`src/rtl/stack_engine.sv`:
```
// stack_engine: multi-cycle PUSH/POP/PEEK sequencer between the control unit
// and the register file. It performs one stack memory access over a
// req/ack bus, then drives the single register-file write port for up to
// two write-back cycles: the destination register, then SP.
module stack_engine #(
  parameter logic [15:0] STACK_BASE  = 16'hFF00,  // empty-stack SP value
  parameter logic [15:0] STACK_LIMIT = 16'hFE00   // full-stack boundary
) (
  input  logic        clk,
  input  logic        rst,
  // command interface
  input  logic        cmd_valid,
  output logic        cmd_ready,
  input  logic [1:0]  cmd_op,
  input  logic [2:0]  cmd_reg,
  // register file read side
  input  logic [15:0] reg_a,
  input  logic [15:0] reg_x,
  input  logic [15:0] reg_y,
  input  logic [15:0] reg_sp,
  // register file write port
  output logic [2:0]  rf_reg_sel,
  output logic [15:0] rf_data,
  output logic        rf_write_en,
  // stack memory bus
  output logic        mem_req,
  output logic        mem_we,
  output logic [15:0] mem_addr,
  output logic [15:0] mem_wdata,
  input  logic [15:0] mem_rdata,
  input  logic        mem_ack,
  // completion status
  output logic        done,
  output logic        err
);

  localparam logic [1:0] OP_PUSH = 2'b00;
  localparam logic [1:0] OP_POP  = 2'b01;
  localparam logic [1:0] OP_PEEK = 2'b10;
  localparam logic [2:0] SEL_SP  = 3'd3;

  typedef enum logic [2:0] {
    S_IDLE,
    S_MEM,
    S_WB_REG,
    S_WB_SP,
    S_ERR
  } state_e;

  state_e      state_q, state_d;
  logic [1:0]  op_q, op_d;        // latched command opcode
  logic [2:0]  reg_q, reg_d;      // latched destination/source register
  logic [15:0] sp_q, sp_d;        // SP as seen at accept
  logic [15:0] wdata_q, wdata_d;  // PUSH source value
  logic [15:0] rdata_q, rdata_d;  // data returned by the memory read

  logic [15:0] src_val;
  logic        cmd_err;

  // Source register mux and accept-time legality checks.
  always_comb begin
    unique case (cmd_reg)
      3'd0:    src_val = reg_a;
      3'd1:    src_val = reg_x;
      3'd2:    src_val = reg_y;
      default: src_val = 16'h0000;
    endcase
    cmd_err = (cmd_op == 2'b11)
           || (cmd_reg > 3'd2)
           || ((cmd_op == OP_PUSH) && (reg_sp <= STACK_LIMIT))
           || ((cmd_op != OP_PUSH) && (reg_sp >= STACK_BASE));
  end

  // Next-state and latched-operand logic.
  always_comb begin
    // NOTE: every variable gets a default before the case so no path leaves
    // it unassigned; an unassigned path in always_comb would infer a latch.
    state_d = state_q;
    op_d    = op_q;
    reg_d   = reg_q;
    sp_d    = sp_q;
    wdata_d = wdata_q;
    rdata_d = rdata_q;

    unique case (state_q)
      S_IDLE: begin
        if (cmd_valid) begin
          op_d  = cmd_op;
          reg_d = cmd_reg;
          sp_d  = reg_sp;
          if (cmd_op == OP_PUSH) wdata_d = src_val;
          state_d = cmd_err ? S_ERR : S_MEM;
        end
      end
      S_MEM: begin
        if (mem_ack) begin
          rdata_d = mem_rdata;
          state_d = (op_q == OP_PUSH) ? S_WB_SP : S_WB_REG;
        end
      end
      S_WB_REG: state_d = (op_q == OP_POP) ? S_WB_SP : S_IDLE;
      S_WB_SP:  state_d = S_IDLE;
      S_ERR:    state_d = S_IDLE;
      default:  state_d = S_IDLE;
    endcase
  end

  // State and operand registers, cleared asynchronously by rst.
  always_ff @(posedge clk or posedge rst) begin
    // NOTE: non-blocking assignments so every flop samples pre-edge values,
    // independent of statement order or of other clocked processes.
    if (rst) begin
      state_q <= S_IDLE;
      op_q    <= 2'b00;
      reg_q   <= 3'd0;
      sp_q    <= 16'h0000;
      wdata_q <= 16'h0000;
      rdata_q <= 16'h0000;
    end else begin
      state_q <= state_d;
      op_q    <= op_d;
      reg_q   <= reg_d;
      sp_q    <= sp_d;
      wdata_q <= wdata_d;
      rdata_q <= rdata_d;
    end
  end

  // Outputs decoded from state only, so an async reset clears them at once.
  always_comb begin
    cmd_ready   = (state_q == S_IDLE);
    mem_req     = 1'b0;
    mem_we      = 1'b0;
    mem_addr    = 16'h0000;
    mem_wdata   = 16'h0000;
    rf_write_en = 1'b0;
    rf_reg_sel  = 3'd0;
    rf_data     = 16'h0000;
    done        = 1'b0;
    err         = 1'b0;

    unique case (state_q)
      S_MEM: begin
        mem_req = 1'b1;
        if (op_q == OP_PUSH) begin
          mem_we    = 1'b1;
          mem_addr  = sp_q - 16'd1;
          mem_wdata = wdata_q;
        end else begin
          mem_addr = sp_q;
        end
      end
      S_WB_REG: begin
        rf_write_en = 1'b1;
        rf_reg_sel  = reg_q;
        rf_data     = rdata_q;
        done        = (op_q == OP_PEEK);
      end
      S_WB_SP: begin
        rf_write_en = 1'b1;
        rf_reg_sel  = SEL_SP;
        rf_data     = (op_q == OP_PUSH) ? (sp_q - 16'd1) : (sp_q + 16'd1);
        done        = 1'b1;
      end
      S_ERR: begin
        done = 1'b1;
        err  = 1'b1;
      end
      default: ;
    endcase
  end

endmodule

```
`config.mk`:
```
export PLATFORM = sky130hd
export DESIGN_NAME = stack_engine
export DESIGN_NICKNAME = d
export VERILOG_FILES = /design/src/rtl/stack_engine.sv
export SDC_FILE = /design/constraint.sdc
export NUM_CORES = 1
export LEC_CHECK = 0
export CORE_ASPECT_RATIO = 0.5
export CORE_MARGIN = 1
export CORE_UTILIZATION = 41
export CTS_CLUSTER_DIAMETER = 50
export DETAILED_ROUTE_END_ITERATION = 7
export PLACE_DENSITY_LB_ADDON = 0.25
export SLEW_MARGIN = 25
export SYNTH_ARGS = -nofsm -noshare
export SYNTH_HDL_FRONTEND = slang
export SYNTH_SLANG_ARGS = --single-unit
export TNS_END_PERCENT = 20
```
`constraint.sdc`:
```
create_clock -name clk -period 1.62 [get_ports clk]
set_input_delay 0.162 -clock clk [delete_from_list [all_inputs] [get_ports clk]]
set_output_delay 0.162 -clock clk [all_outputs]
set_load 0.02 [all_outputs]
```
==> impl_metrics.py, run 1 <==
metrics = {
    "outcome": {
        "status": "finished with violations",
        "violations": "setup timing",
    },
    "synth": {
        "netlist.area_leader.share_pct": 36.3,
        "synth_top_cell_by_area": "dfrtp_1",
        "seq_area_frac_synth_pct": 36.3,
        "synth_nets": 516,
        "yosys-top-cells-area": "dfrtp_1, mux2_2, mux2i_1",
        "synth_ff_type": "dfrtp_1",
        "syn-instance-count": 425,
        "ys_seq_elements": 56,
        "syn_area_mm2": 0.00386,
        "ys_types": 56,
        "postSynthAreaPerCell_um2": 9.09,
        "synthMostInstantiatedCell": "dfrtp_1",
        "async_reset_ff_share_pct": 100,
        "yosys-top-cells-count": "dfrtp_1, nor2_1, nand2_1, mux2_2, a21oi_1",
        "synth_edf_count": 0,
        "yosysWarningCount": 0,
    },
    "cts": {
        "clk_pin_slew_ns": 0.07,
        "clock_path_buffers": 2,
        "clockRootBuffer": "clkbuf_16",
        "cts.sinks": 56,
        "htreeDepth": 2,
        "postCtsHoldBufs": 0,
        "cts_made_buffers": 5,
        "cts_tree": "yes",
        "clk_latency_ns": 0.30,
    },
    "floorplan": {
        "fp.dieH_um": 70.6,
        "pin_count": 146,
        "row_count": 24,
        "start_util_pct": 43.3,
        "die_area_mm2": 0.00984,
        "die_w_um": 139,
        "core_mm2": 0.00892,
    },
    "placement": {
        "dp_cells": 726,
        "routabilityCongestion": 0.858,
        "portBuffers": 145,
        "hpwl_um": 8630,
    },
    "routing": {
        "first_pass_iters": 4,
        "vias": 3989,
        "ant_nets": 0,
        "drc": 0,
        "vias_per_cell": 5.33,
        "postRouteWirelength_um": 12000,
        "drt_first_iter_violations": 193,
        "wl_per_cell_um": 16.1,
    },
    "pwr": {
        "combPwrFrac_pct": 51.1,
        "p_leak_nw": 2.78,
        "p_int_mw": 4.47,
        "switching_share_pct": 37.2,
        "p_sw_mw": 2.65,
        "clockPowerShare_pct": 16.7,
        "pwr-share-seq_pct": 32.2,
        "power.density_mw_per_mm2": 1110,
        "ir_worst_vdd_v": 0.000625,
    },
    "layout": {
        "post_route_cells_drive_above_1_share_pct": 40.8,
        "ff_latch_area_mm2": 0.00141,
        "fin_cells": 749,
        "antenna_cells": 0,
        "fin_util_pct": 71.6,
        "syn_to_final_growth_pct": 65.3,
        "multi_input_area_mm2": 0.00253,
        "fillCellCount": 699,
        "fin_nets": 722,
    },
    "worst_setup_path": {
        "critPathArrivalTime_ns": 2.07,
        "cp_max_fo": 3,
        "crit_type": "flip-flop to primary output",
        "worstSetupEndpointType": "primary output",
        "critPathLaunchType": "flip-flop",
        "timing.critical_path.required_ns": 1.46,
    },
    "timing": {
        "worstMarginPinSlew_ns": 0.433,
        "maxSlewHeadroom_pct": 71.1,
        "finalCritPeriodShare_pct": 138,
        "fin_setup_tns_ns": -22.68,
        "slew_viol_final": 0,
        "period_minus_slack_ns": 2.24,
        "rsz0062_at_grt": "true",
        "fin_skew_ns": 0.00253,
        "setup_ws_ns": -0.616,
        "hold_violations": 0,
        "finalSetupViolCount": 67,
        "fmax_ghz": 0.447,
    },
    "global_route": {
        "grt_usage_pct": 23.5,
        "grt_first_pass_wirelength_um": 18500,
        "grt_max_degree": 33,
        "antenna_found_initial": 0,
        "grt_pass1_vias": 3756,
        "grt_overflow": 0,
    },
    "min_path": {
        "hold_class": "input port to async pin",
    },
    "flow_run": {
        "max_cap_violations": 0,
    },
}
sequential cells by signal, indices dropped and copies added, names as in the netlist:
signal,cells
rdata_q,16
sp_q,16
wdata_q,16
reg_q,3
op_q,2
state_q,3
per-stage QoR:
stage | setup WS, ns | hold WS (ns) | cell area (um2) | power [mW]
finish | -0.616 | 0.177 | 6390 | 7.11
detailed placement | -0.695 | 0.458 | 5950 | 5.46
CTS | -0.577 | 0.198 | 6160 | 6.69
global route | -0.738 | 0.228 | 6390 | 7.48
floorplan | -0.242 | 0.279 | 3910 | 4.15
global placement | -0.655 | 0.450 | 5950 | 5.39
per-layer routing:
metal	track usage [%]	share of wire (%)	wire length [um]	up-vias
met5	0	0	0	-
met4	3.33	0.96	116	0
met3	6.43	6.8	823	15
met2	41.8	52	6200	128
met1	29.4	41	4880	1954
li1	-	-	-	1892
repair_timing:
action                     CTS  global route
buffers inserted             4            11
resized for setup          232            97
setup endpoints to repair  106           104
pin swaps                   18            27
placed cells by master, fill, tap and decap left out, drive strengths merged, types with 2 or more instances in the layout:
master | Yosys | layout
or4 | 3 | 3
buf | 22 | 142
o22ai | 2 | 2
dfrtp | 56 | 56
mux2i | 22 | 22
o32ai | 3 | 3
xnor2 | 22 | 22
mux2 | 32 | 32
or3 | 3 | 3
a21oi | 25 | 25
xor2 | 6 | 6
inv | 9 | 9
clkbuf | 13 | 9
nor2 | 51 | 51
dlygate4sd2 | 0 | 2
and4 | 3 | 3
ha | 2 | 2
clkdlybuf4s50 | 0 | 88
nor3b | 2 | 2
nand3 | 7 | 7
nor2b | 3 | 3
nand2 | 42 | 42
o31ai | 18 | 18
nor3 | 8 | 8
o21ai | 19 | 19
nand2b | 3 | 3
clkdlybuf4s15 | 0 | 2
nand4 | 12 | 12
and3 | 2 | 2
nor4 | 3 | 3
and2 | 19 | 19
logic make-up after synthesis:
group                    count (synthesis)  synth area share, %
AO/OA/AOI/OAI                           76                 12.4
XOR/XNOR                                28                 6.35
adder cells (fa/ha/maj)                  3                0.907
buffers and inverters                   45                 6.70
flip-flops                              56                 36.3
multiplexers                            54                 15.0
AND/OR/NAND/NOR                        163                 22.3
critical path, stage by stage (launching register included):
cell and delay [ns]:
dfrtp_2 0.44, inv_2 0.08, ha_4 0.12, nor3b_4 0.25
nand3_2 0.15, buf_4 0.19, mux2i_2 0.17, xnor2_1 0.11
o21ai_2 0.13, buf_6 0.13
final cells by class:
class | instances | area share (%)
Sequential cell | 56 | 22.0
Timing Repair Buffer | 235 | 33.2
Tap cell | 117 | 2.29
Multi-Input combinational cell | 324 | 39.5
Clock buffer | 8 | 2.45
Inverter | 9 | 0.529
power by group through the flow:
stage / combinational (mW) / sequential, mW / clock [mW]
after CTS: 3.24 / 2.26 / 1.19
after global placement: 3.14 / 2.25 / 0
after global routing: 3.90 / 2.34 / 1.25
after detailed placement: 3.19 / 2.28 / 0
after floorplan: 2.02 / 2.13 / 0
final: 3.63 / 2.29 / 1.19
final timing paths:
check,slack [ns],from,endpoint,cells past startpoint
worst max-delay path,-0.62,sp_q[1]$_DFFE_PP0P_,rf_data[8],9
worst min-delay path,0.18,rst,wdata_q[15]$_DFFE_PP0P_,2
worst max register to register,-0.21,state_q[2]$_DFFE_PP0P_,rdata_q[4]$_DFFE_PP0P_,6
worst min register to register,0.48,wdata_q[11]$_DFFE_PP0P_,wdata_q[11]$_DFFE_PP0P_,2
max in group asynchronous,0.97,rst,sp_q[1]$_DFFE_PP0P_,3
min in group clk,0.46,reg_sp[0],sp_q[0]$_DFFE_PP0P_,3
Note: power is estimated with default switching activity, not from simulation.
==> run 2, diff against run 1 <==
--- a/config.mk
+++ b/config.mk
@@ -7,9 +7,10 @@
 export LEC_CHECK = 0
 export CORE_ASPECT_RATIO = 0.5
 export CORE_MARGIN = 1
-export CORE_UTILIZATION = 41
+export CORE_UTILIZATION = 40
 export CTS_CLUSTER_DIAMETER = 50
 export DETAILED_ROUTE_END_ITERATION = 7
+export MAX_ROUTING_LAYER = met4
 export PLACE_DENSITY_LB_ADDON = 0.25
 export SLEW_MARGIN = 25
 export SYNTH_ARGS = -nofsm -noshare
==> run 2 against run 1 <==
  * The run still ends with setup timing left
  * Sequential cell count stayed put
  * Non-clock buffer count is 1 higher
  * Critical path depth stayed put
  * Clock skew is 0.0058 ns higher
  * Hold slack better by 0.018 ns
  * Critical path type unchanged
  * Critical endpoint unchanged
  * Largest cell class unchanged
  * Largest power group unchanged
==> impl_metrics.py, run 2 (synthesis gave the netlist of run 1 again) <==
metrics = {
    "outcome": {
        "status": "finished with violations",
        "violations": "setup timing",
    },
    "placement": {
        "portBuffers": 145,
        "dp_cells": 739,
        "dpl_cell_area_mm2": 0.00595,
        "hpwl_um": 8820,
        "routabilityCongestion": 0.946,
    },
    "min_path": {
        "hold_class": "input port to async pin",
    },
    "global_route": {
        "grt_usage_pct": 24.5,
        "grt_first_pass_wirelength_um": 18700,
        "grt_overflow": 0,
        "grt_max_degree": 33,
        "antenna_found_initial": 0,
        "grt_pass1_vias": 3825,
    },
    "cts": {
        "clockRootBuffer": "clkbuf_16",
        "cts_made_buffers": 5,
        "cts.sinks": 56,
        "clk_pin_slew_ns": 0.08,
        "clk_latency_ns": 0.30,
        "clock_path_buffers": 2,
        "postCtsHoldBufs": 0,
        "htreeDepth": 2,
        "cts_tree": "yes",
    },
    "pwr": {
        "p_int_mw": 4.49,
        "pwr-share-seq_pct": 32.2,
        "switching_share_pct": 36.2,
        "power.density_mw_per_mm2": 1110,
        "ir_worst_vdd_v": 0.000591,
        "p_leak_nw": 2.73,
        "p_sw_mw": 2.55,
        "combPwrFrac_pct": 50.1,
        "clockPowerShare_pct": 17.6,
    },
    "routing": {
        "vias": 3850,
        "vias_per_cell": 5.05,
        "wl_per_cell_um": 15.4,
        "first_pass_iters": 4,
        "drc": 0,
        "drt_first_iter_violations": 161,
        "ant_nets": 0,
        "postRouteWirelength_um": 11700,
    },
    "layout": {
        "postLayoutCellArea_mm2": 0.00631,
        "largestRegisters": "rdata_q (16), sp_q (16), wdata_q (16)",
        "fin_cells": 763,
        "ff_latch_area_mm2": 0.00141,
        "fillCellCount": 710,
        "layout_common_cells": "buf_4, clkdlybuf4s50_1, dfrtp_1, nor2_1, nand2_1",
        "fin_util_pct": 69.9,
        "layout_commonest_cell": "buf_4",
        "fin_nets": 723,
        "antenna_cells": 0,
        "syn_to_final_growth_pct": 63.4,
        "post_route_cells_drive_above_1_share_pct": 38.4,
        "multi_input_area_mm2": 0.00243,
    },
    "timing": {
        "maxSlewHeadroom_pct": 69.5,
        "setup_ws_ns": -0.611,
        "period_minus_slack_ns": 2.23,
        "worstMarginPinSlew_ns": 0.457,
        "fin_setup_tns_ns": -23.21,
        "finalSetupViolCount": 67,
        "slew_viol_final": 0,
        "hold_violations": 0,
        "rsz0062_at_grt": "true",
        "fmax_ghz": 0.448,
        "fin_skew_ns": 0.00838,
        "finalCritPeriodShare_pct": 138,
    },
    "floorplan": {
        "row_count": 24,
        "die_area_mm2": 0.0101,
        "die_w_um": 141,
        "pin_count": 146,
        "start_util_pct": 42.7,
        "core_mm2": 0.00904,
        "fp.dieH_um": 71.5,
    },
    "worst_setup_path": {
        "critPathLaunchType": "flip-flop",
        "timing.critical_path.required_ns": 1.46,
        "worstSetupEndpointType": "primary output",
        "cp_max_fo": 5,
        "slowest_delay_ns": 0.46,
        "r2r_slack_ns": -0.23,
        "cp_num_buf_inv": 3,
        "path_cells": "inv_2, ha_4, nor3b_4, nand3_2, buf_4, mux2i_1, xnor2_1, o21ai_2, buf_6",
        "slowest_stage": "dfrtp_2",
        "crit_type": "flip-flop to primary output",
        "critPathTopFamily": "flip-flops",
        "critPathArrivalTime_ns": 2.07,
    },
    "flow_run": {
        "max_cap_violations": 0,
    },
}
[run 2: cell count changes in the layout (fill, tap and decap cells not counted), sizes merged]
cell / change
buf: -3
clkinv: +1
clkdlybuf4s15: +5
dlygate4sd2: -2
clkinvlp: +1
bufinv: +1
clkbuf: -2
[run 2: path summary, 6_finish.rpt]
kind,start,end,cells after the start
max,sp_q[1]$_DFFE_PP0P_,rf_data[8],9
min,rst,rdata_q[2]$_DFFE_PP0P_,2
max reg2reg,state_q[2]$_DFFE_PP0P_,rdata_q[9]$_DFFE_PP0P_,6
min reg2reg,wdata_q[0]$_DFFE_PP0P_,wdata_q[0]$_DFFE_PP0P_,2
max in group asynchronous,rst,sp_q[0]$_DFFE_PP0P_,3
min in group clk,reg_sp[0],sp_q[0]$_DFFE_PP0P_,3
[run 2: final cells by class]
type | instances | area share [%]
Timing Repair Buffer | 236 | 33.4
Multi-Input combinational cell | 324 | 38.6
Inverter | 9 | 0.535
Sequential cell | 56 | 22.3
Tap cell | 130 | 2.58
Clock inverter | 3 | 0.674
Clock buffer | 5 | 1.98
[run 2: stage by stage]
step                setup slack (ns)  power (mW)  hold WS, ns
finish                        -0.611        7.03        0.196
global route                  -0.708        7.45        0.220
floorplan                     -0.242        4.15        0.279
detailed placement            -0.741        5.46        0.458
CTS                           -0.585        6.80        0.202
global placement              -0.693        5.39        0.450
[run 2: power groups by stage]
stage / Clock [mW] / Combinational [mW] / Sequential, mW
after global placement: 0 / 3.14 / 2.25
after CTS: 1.28 / 3.25 / 2.26
final: 1.24 / 3.53 / 2.27
after global routing: 1.33 / 3.78 / 2.34
after detailed placement: 0 / 3.19 / 2.28
after floorplan: 0 / 2.02 / 2.13
[run 2: layer usage]
metal | routed length, um | track usage, % | vias to the layer above
li1 | - | - | 1898
met1 | 5040 | 29.2 | 1819
met2 | 5830 | 42.4 | 117
met3 | 687 | 5.75 | 16
met4 | 176 | 5.80 | 0
met5 | 0 | - | -
[run 2: repair_timing]
action	CTS	global route
buffers inserted	4	12
resized for setup	255	43
pin swaps	19	18
setup endpoints to repair	75	106
[run 2: worst register-to-register path, stage by stage, from the launching register on]
cell	delay, ns
dfrtp_1	0.38
or3b_1	0.41
buf_6	0.20
inv_2	0.07
and2_1	0.16
buf_12	0.16
mux2_2	0.35
